[src/rtl/rvfi_trace_fifo.sv]
// rvfi_trace_fifo: RVFI retirement trace capture FIFO.
// Emits one 4-beat record per retired instruction, counts overflow drops.
module rvfi_trace_fifo #(
  parameter int unsigned DEPTH     = 16,
  parameter logic [7:0]  SYNC_WORD = 8'hA5
) (
  input  logic                     i_clk,
  input  logic                     i_rst_n,
  input  logic                     i_en,
  input  logic                     i_clr,
  input  logic                     i_rvfi_valid,
  input  logic [63:0]              i_rvfi_order,
  input  logic [31:0]              i_rvfi_insn,
  input  logic [31:0]              i_rvfi_pc_rdata,
  input  logic [31:0]              i_rvfi_pc_wdata,
  input  logic                     i_rvfi_trap,
  input  logic                     i_rvfi_intr,
  output logic                     o_tvalid,
  output logic [31:0]              o_tdata,
  output logic                     o_tlast,
  input  logic                     i_tready,
  output logic [$clog2(DEPTH):0]   o_level,
  output logic [15:0]              o_drop_cnt
);

  localparam int unsigned AW = $clog2(DEPTH);
  localparam int unsigned LW = AW + 1;
  localparam logic [LW-1:0] FULL_CNT = LW'(DEPTH);

  logic [31:0] pc_r_mem [DEPTH];
  logic [31:0] insn_mem [DEPTH];
  logic [31:0] pc_w_mem [DEPTH];
  logic [18:0] meta_mem [DEPTH];

  logic [AW-1:0] wr_ptr;
  logic [AW-1:0] rd_ptr;
  logic [LW-1:0] count;
  logic [1:0]    beat;
  logic          lost;
  logic [15:0]   drop_cnt;

  logic fire;
  logic full;
  logic push;
  logic drop;
  logic accept;
  logic pop;
  logic tvalid;
  logic [18:0] head_meta;
  logic [31:0] head_word;
  logic order_unused;

  assign order_unused = ^i_rvfi_order[63:16];

  // Push/drop/pop qualification; full is sampled before any pop.
  always_comb begin
    fire   = i_rvfi_valid && i_en && !i_clr;
    full   = (count == FULL_CNT);
    push   = fire && !full;
    drop   = fire && full;
    tvalid = (count != '0);
    accept = tvalid && i_tready && !i_clr;
    pop    = accept && (beat == 2'd3);
  end

  // Record storage; the header is rebuilt from the meta field on read.
  always_ff @(posedge i_clk) begin
    if (push) begin
      pc_r_mem[wr_ptr] <= i_rvfi_pc_rdata;
      insn_mem[wr_ptr] <= i_rvfi_insn;
      pc_w_mem[wr_ptr] <= i_rvfi_pc_wdata;
      meta_mem[wr_ptr] <= {lost, i_rvfi_trap,
                           i_rvfi_intr,
                           i_rvfi_order[15:0]};
    end
  end

  // Pointers, occupancy and beat index; clear wins over everything.
  always_ff @(posedge i_clk or negedge i_rst_n) begin
    if (!i_rst_n) begin
      wr_ptr <= '0;
      rd_ptr <= '0;
      count  <= '0;
      beat   <= 2'd0;
    end else if (i_clr) begin
      wr_ptr <= '0;
      rd_ptr <= '0;
      count  <= '0;
      beat   <= 2'd0;
    end else begin
      if (push) begin
        wr_ptr <= wr_ptr + AW'(1);
      end
      if (pop) begin
        rd_ptr <= rd_ptr + AW'(1);
      end
      if (accept) begin
        beat <= beat + 2'd1;
      end
      if (push && !pop) begin
        count <= count + LW'(1);
      end else if (pop && !push) begin
        count <= count - LW'(1);
      end
    end
  end

  // Drop counter saturates; lost marks the next pushed record.
  always_ff @(posedge i_clk or negedge i_rst_n) begin
    if (!i_rst_n) begin
      drop_cnt <= 16'h0000;
      lost     <= 1'b0;
    end else if (i_clr) begin
      drop_cnt <= 16'h0000;
      lost     <= 1'b0;
    end else if (drop) begin
      if (drop_cnt != 16'hFFFF) begin
        drop_cnt <= drop_cnt + 16'h0001;
      end
      lost <= 1'b1;
    end else if (push) begin
      lost <= 1'b0;
    end
  end

  // Head word select by beat index; idle output is forced to zero.
  always_comb begin
    head_meta = meta_mem[rd_ptr];
    head_word = 32'h0;
    case (beat)
      2'd0: head_word = {SYNC_WORD, 5'b0, head_meta};
      2'd1: head_word = pc_r_mem[rd_ptr];
      2'd2: head_word = insn_mem[rd_ptr];
      2'd3: head_word = pc_w_mem[rd_ptr];
      default: head_word = 32'h0;
    endcase
  end

  // Output drive from registered state only.
  always_comb begin
    o_tvalid   = tvalid;
    o_tdata    = tvalid ? head_word : 32'h0;
    o_tlast    = tvalid && (beat == 2'd3);
    o_level    = count;
    o_drop_cnt = drop_cnt;
  end

endmodule

[config.mk]
export PLATFORM = sky130hd
export DESIGN_NAME = rvfi_trace_fifo
export DESIGN_NICKNAME = d
export VERILOG_FILES = /design/src/rtl/rvfi_trace_fifo.sv
export SDC_FILE = /design/constraint.sdc
export NUM_CORES = 2
export LEC_CHECK = 0
export ABC_CLOCK_PERIOD_IN_PS = 10500
export CAP_MARGIN = 20
export CELL_PAD_IN_SITES_DETAIL_PLACEMENT = 1
export CELL_PAD_IN_SITES_GLOBAL_PLACEMENT = 2
export CORE_MARGIN = 8
export CORE_UTILIZATION = 50
export DETAILED_ROUTE_END_ITERATION = 12
export PLACE_DENSITY_LB_ADDON = 0.1
export SETUP_SLACK_MARGIN = 0.02
export SLEW_MARGIN = 25
export SYNTH_ARGS = -nofsm -noshare
export SYNTH_HDL_FRONTEND = slang
export SYNTH_SLANG_ARGS = --single-unit
[constraint.sdc]
create_clock -name i_clk -period 10.5 [get_ports i_clk]
set_clock_uncertainty 0.1 [all_clocks]
set_input_delay 2.625 -clock i_clk [delete_from_list [all_inputs] [get_ports i_clk]]
set_output_delay 2.625 -clock i_clk [all_outputs]
set_load 0.1 [all_outputs]
# Word-level counts from Yosys, hierarchy flattened
# Memory sizes are Yosys's and may differ from the RTL's.
# Index checks and enable logic that the tools add are counted.
[totals]
ram_bits = 1840
mem_count = 4
register_bits = 32
[mem_list]
columns = ["memory", "words", "word_bits", "rd", "rd_clocked_by_memory_dff", "write_ports", "line_no", "source"]
rows = [
  ["insn_mem", 16, 32, 1, 0, 1, "31", "logic [31:0] insn_mem [DEPTH];"],
  ["pc_r_mem", 16, 32, 1, 0, 1, "30", "logic [31:0] pc_r_mem [DEPTH];"],
  ["pc_w_mem", 16, 32, 1, 0, 1, "32", "logic [31:0] pc_w_mem [DEPTH];"],
  ["meta_mem", 16, 19, 1, 0, 1, "33", "logic [18:0] meta_mem [DEPTH];"],
]
[classes]
n_eq_ne = 5
reduce_logical = 24
add_sub_neg = 6
muxes = 19
[ops]
columns = ["op", "count"]
rows = [
  ["32-bit one-hot mux with 4 select lines", 1],
  ["16-bit two-way mux", 3],
  ["32-bit two-way mux", 1],
  ["16-bit by 1-bit adder with 16-bit output (second input constant)", 1],
  ["4-bit two-way mux", 4],
  ["16-bit inequality test (second input constant)", 1],
  ["5-bit two-way mux", 3],
  ["1-bit logical AND", 10],
  ["2-bit nonzero test", 5],
  ["4-bit by 1-bit adder with 4-bit output (second input constant)", 2],
  ["3-bit nonzero test", 2],
  ["5-bit by 1-bit adder with 5-bit output (second input constant)", 1],
  ["5-bit == test (second input constant)", 1],
  ["1-bit two-way mux", 5],
  ["5-bit nonzero test", 1],
  ["5-bit by 1-bit subtractor with 5-bit output (second input constant)", 1],
  ["2-bit == test (second input constant)", 2],
  ["1-bit zero test", 4],
  ["2-bit two-way mux", 2],
  ["2-bit by 1-bit adder with 2-bit output (second input constant)", 1],
  ["2-bit by 1-bit == test with 1-bit output (second input constant)", 1],
  ["2-bit zero test", 1],
  ["2-bit AND reduction", 1],
]

# Depth between registers and ports, before layout
[logic_depth]
depth_word = 8
depth_mapped = 10
mapped_depth_nobuf = 9

# Worst setup path before layout
# No wires, ideal clock.
[synth_timing]
path_type = "flip-flop to output port"
start = "reg count[0], in the netlist o_level[0]"
end = "out o_tdata[16]"
path_stages_with_launch = 7
t_arrival_ns = 4.239
n_path_buf = 1
slack_ns = 3.536
cell_sequence = "dfrtp_1 -> or4_4 -> nor2_1 -> inv_1 -> clkbuf_1 -> nand2_1 -> a31oi_1"
[synth_between]
elab_chain_cells = 2
[synth_rtl]
columns = ["item", "line_no", "source"]
rows = [
  ["start: declaration", "37", "logic [LW-1:0] count;"],
  ["start signal: assignment", "101", "count <= count + LW'(1);"],
  ["start signal: assignment", "103", "count <= count - LW'(1);"],
  ["5-bit nonzero test", "61", "tvalid = (count != '0);"],
  ["via o_tvalid", "18", "output logic o_tvalid,"],
  ["32-bit two-way mux", "142", "o_tdata = tvalid ? head_word : 32'h0;"],
  ["end: declaration", "19", "output logic [31:0] o_tdata,"],
]
# The timed path passes the listed nets, and every way through them passes these cells.

# Final worst setup path
[layout_timing]
start = "reg rd_ptr[0]"
end = "out o_tdata[14]"
[layout_between]
elab_chain_cells = 3
elab_cells_between_ends = 6
[layout_rtl]
columns = ["item", "line_no", "source"]
rows = [
  ["start: declaration", "36", "logic [AW-1:0] rd_ptr;"],
  ["start signal: assignment", "95", "rd_ptr <= rd_ptr + AW'(1);"],
  ["memory read 16 x 32 bit, or another cell as far along", "--", ""],
  ["32-bit one-hot mux with 4 select lines (*)", "130", "case (beat)"],
  ["32-bit two-way mux (*)", "142", ""],
]
# Mark *: on every way between the ends. The rest lies on a longest branch, timed or not.

==> flow_summary_export.csv <==
group,metric,value,unit
cts,cts_root_buf,"clkbuf_16",
sta,finalSetupTns,0,ns
setup_path,crit_start,"rd_ptr[0]$_DFFE_PN0P_",
global_route,use_met3,0.05401,
cts,cts_buffers,191,
yosys,synth_enable_flop_cells,1840,
placed_design,place.gp.congestion,0.7502,
power,comb_power_share,0.048,
flow_run,drv_cap,0,
yosys,synth_common_cells,"edfxtp_1 (1840), mux4_2 (355), mux2i_1 (352)",
yosys,syn_area,72280,µm²
finish,final_cell_area,82370,µm²
setup_path,r2r_setup_slack,6.45,ns
setup_path,regToRegEndpoint,"insn_mem[5][30]$_DFFE_PP_",
drt,ant_nets,0,
yosys,synth-main-ff-cell,"edfxtp_1",
outcome,status,"complete, no violations",
global_route,grt_pass1_vias,37720,
die,row_count,139,
placed_design,dpl_cell_area,76470,µm²
sta,fmax,117.5,MHz
placed_design,dp_hpwl,103.0,mm
cts,cts_tree,"yes",
setup_path,worstPathRequired,7.78,ns
yosys,synth_area_per_cell,21.37,µm²
global_route,busiest_layer,"met2",
setup_path,worst-endpoint-arrival,5.78,ns
power,irDropWorstVdd,0.1267,mV
sta,hold_violations,0,
cts,post_cts_buffers,0,
sta,whs,0.4958,ns
sta,setup_viol,0,
drt,drt_iter0_markers,3157,
sta,rsz0062_at_grt,"no",
yosys,yosys_warnings,0,
drt,wl,193.2,mm
power,p_int,12.05,mW
yosys,yosys.cell_count.top_type,"edfxtp_1",
die,coreArea,143500,µm²
worst_hold_path,worst_hold_path.num_cells,2,
power,clkPwrFrac,0.416,
sta,worst_slack,1.990,ns
power,leakage,25.44,nW
power,sequentialPowerShare,0.536,
setup_path,rr_worst_depth,8,
setup_path,path_max_fanout,42,
cts,post_cts_resized,0,
sta,finalCritPeriodShare,0.8105,
drt,first_pass_iters,7,
global_route,grt_first_pass_wirelength,274.0,mm
setup_path,timing.rr.start,"o_level[0]$_DFFE_PN0P_",
setup_path,crit_end,"o_tdata[14]",
cts,cts.sinks,1872,
power,p_switching,3.338,mW
yosys,synth-seq-cells,1872,
die,die_h,396.2,µm
global_route,antenna_found_initial,33,
cts,cts-htree-levels,4,
finish,area_delta_synth_final,13.96,%
global_route,grt_max_degree,98,
die,start_util,0.5038,
sta,finalMaxSlewViolations,0,
global_route,grt_util_met1,0.3351,
die,die-area,157000,µm²
global_route,use_met2,0.3981,
drt,vias,35420,
global_route,grt_use_total,0.2435,
cts,clockBufferDepth,3,
worst_hold_path,hp-class,"flop to flop",
die,ioPinCount,223,
die,die_x,396.2,µm
power,p_per_area,186.8,nW/µm²
yosys,synth_cells,3382,
setup_path,worst-setup-path-type,"flop to primary output",
yosys,ys_async_sr_fraction,0.01709,
drt,wl_per_cell,33.82,µm
placed_design,dp_slack,2.742,ns
setup_path,crit_path_end_kind,"primary output",
cts,cts_hold_buf,0,
finish,layout-drive-gt1-share,0.1908,
power,p_sw_frac,0.2170,
cts,clk_latency,0.80,ns
yosys,yosysUniqueCellTypes,61,
drt,vias_per_cell,6.200,
sta,slew_headroom,0.2885,
cts,clkTransAtPathRegs,0.05,ns
drt,drc,0,
sta,worstMarginPinSlew,1.063,ns
yosys,netlist_top_cells_area,"edfxtp_1 (76%), mux4_2 (11%), mux2i_1 (4.9%)",
sta,min_period,8.510,ns
placed_design,port_buffers,174,
global_route,gr-total-overflow,0,
yosys,yosysTopAreaCell,"edfxtp_1",
setup_path,cp-start-kind,"flop",
yosys,synth_fp_nets,3565,
yosys,ys_seq_area_frac,0.7755,
finish,nNetsFinal,3825,
power,p_total,15.38,mW
yosys,netlist.area_leader.share,0.7644,
[through the flow]
| step | cells | util |
|---|---|---|
| after floorplan | 3382 | - |
| after global placement | 5348 | 0.5324 |
| after detailed placement | 5351 | 0.5330 |
| after CTS | 5696 | 0.5738 |
| after global routing | 5702 | 0.5739 |
| final | 5713 | 0.5741 |
[layout by cell type (no fill, tap or decap), types with 17 or more instances in the layout]
cell	synthesis	routed
clkbuf_16	0	194
edfxtp_1	1840	1840
dfrtp_1	32	29
nand2_1	78	75
clkinv_1	0	43
clkdlybuf4s50_1	0	173
nor2_1	63	61
xnor2_1	17	17
clkbuf_1	78	54
a221oi_1	36	36
nand3_1	24	24
mux2i_1	352	352
clkinv_2	0	28
o21ai_0	21	21
buf_4	17	64
a22oi_1	52	52
o22ai_1	46	46
a21oi_1	54	54
inv_1	17	17
mux4_2	355	355
[worst min-delay path by stage]
| stage | end | startpoint | slack [ns] |
|---|---|---|---|
| detailed placement | beat[1]$_DFFE_PN0P_ | beat[1]$_DFFE_PN0P_ | 0.49 |
| finish | beat[1]$_DFFE_PN0P_ | beat[1]$_DFFE_PN0P_ | 0.50 |
| CTS | beat[1]$_DFFE_PN0P_ | beat[1]$_DFFE_PN0P_ | 0.50 |
| floorplan | beat[1]$_DFFE_PN0P_ | beat[1]$_DFFE_PN0P_ | 0.44 |
| global placement | beat[1]$_DFFE_PN0P_ | beat[1]$_DFFE_PN0P_ | 0.46 |
| global route | beat[1]$_DFFE_PN0P_ | beat[1]$_DFFE_PN0P_ | 0.53 |
[cell families (layout without fill, tap and decap cells)]
family	after synthesis	count (layout)	synth area share
flip-flops	1872	1872	0.7755
multiplexers	708	708	0.1595
AO/OA/AOI/OAI	295	295	0.02872
AND/OR/NAND/NOR	263	263	0.01783
buffers and inverters	206	618	0.01295
XOR/XNOR	23	23	0.002787
adder cells (fa/ha/maj)	15	15	0.002700
other	0	16	0
[power by group through the flow]
stage / sequential, mW / clock (mW) / combinational [mW]
detailed placement: 8.40 / 0 / 0.740
finish: 8.25 / 6.40 / 0.738
CTS: 8.25 / 6.51 / 0.741
floorplan: 8.42 / 0 / 0.361
global route: 8.25 / 6.77 / 0.769
global placement: 8.40 / 0 / 0.719
[final cells by class]
cell class / instances / area (µm²)
Fill cell: 12010 / 61110
Sequential cell: 1872 / 56070
Multi-Input combinational cell: 1304 / 15390
Clock buffer: 249 / 5071
Timing Repair Buffer: 255 / 2565
Tap cell: 1903 / 2381
Clock inverter: 96 / 780.7
Inverter: 18 / 75.07
Antenna cell: 16 / 40.04
[sequential cells by signal, summed over array words and instances, names as in the netlist]
name and count:
beat 2, pc_r_mem 512, pc_w_mem 512, meta_mem 304
o_level 5, insn_mem 512, o_drop_cnt 16, lost 1
wr_ptr 4, rd_ptr 4
[critical path, cell delays in order (launching register included)]
cell and delay, ns:
dfrtp_4 1.05, buf_4 0.78, buf_4 0.57, mux4_2 0.32
mux2i_1 0.06, a22oi_1 0.28, nand2_1 0.19, a21oi_1 0.38
clkdlybuf4s50_1 1.23
[routing by layer]
layer  vias up  routed length, µm
li1      14720                  -
met5         -                 97
met3       244              13430
met1     19240              81230
met4        14               4302
met2      1204              94150
Note: power is estimated with default switching activity, not from simulation.
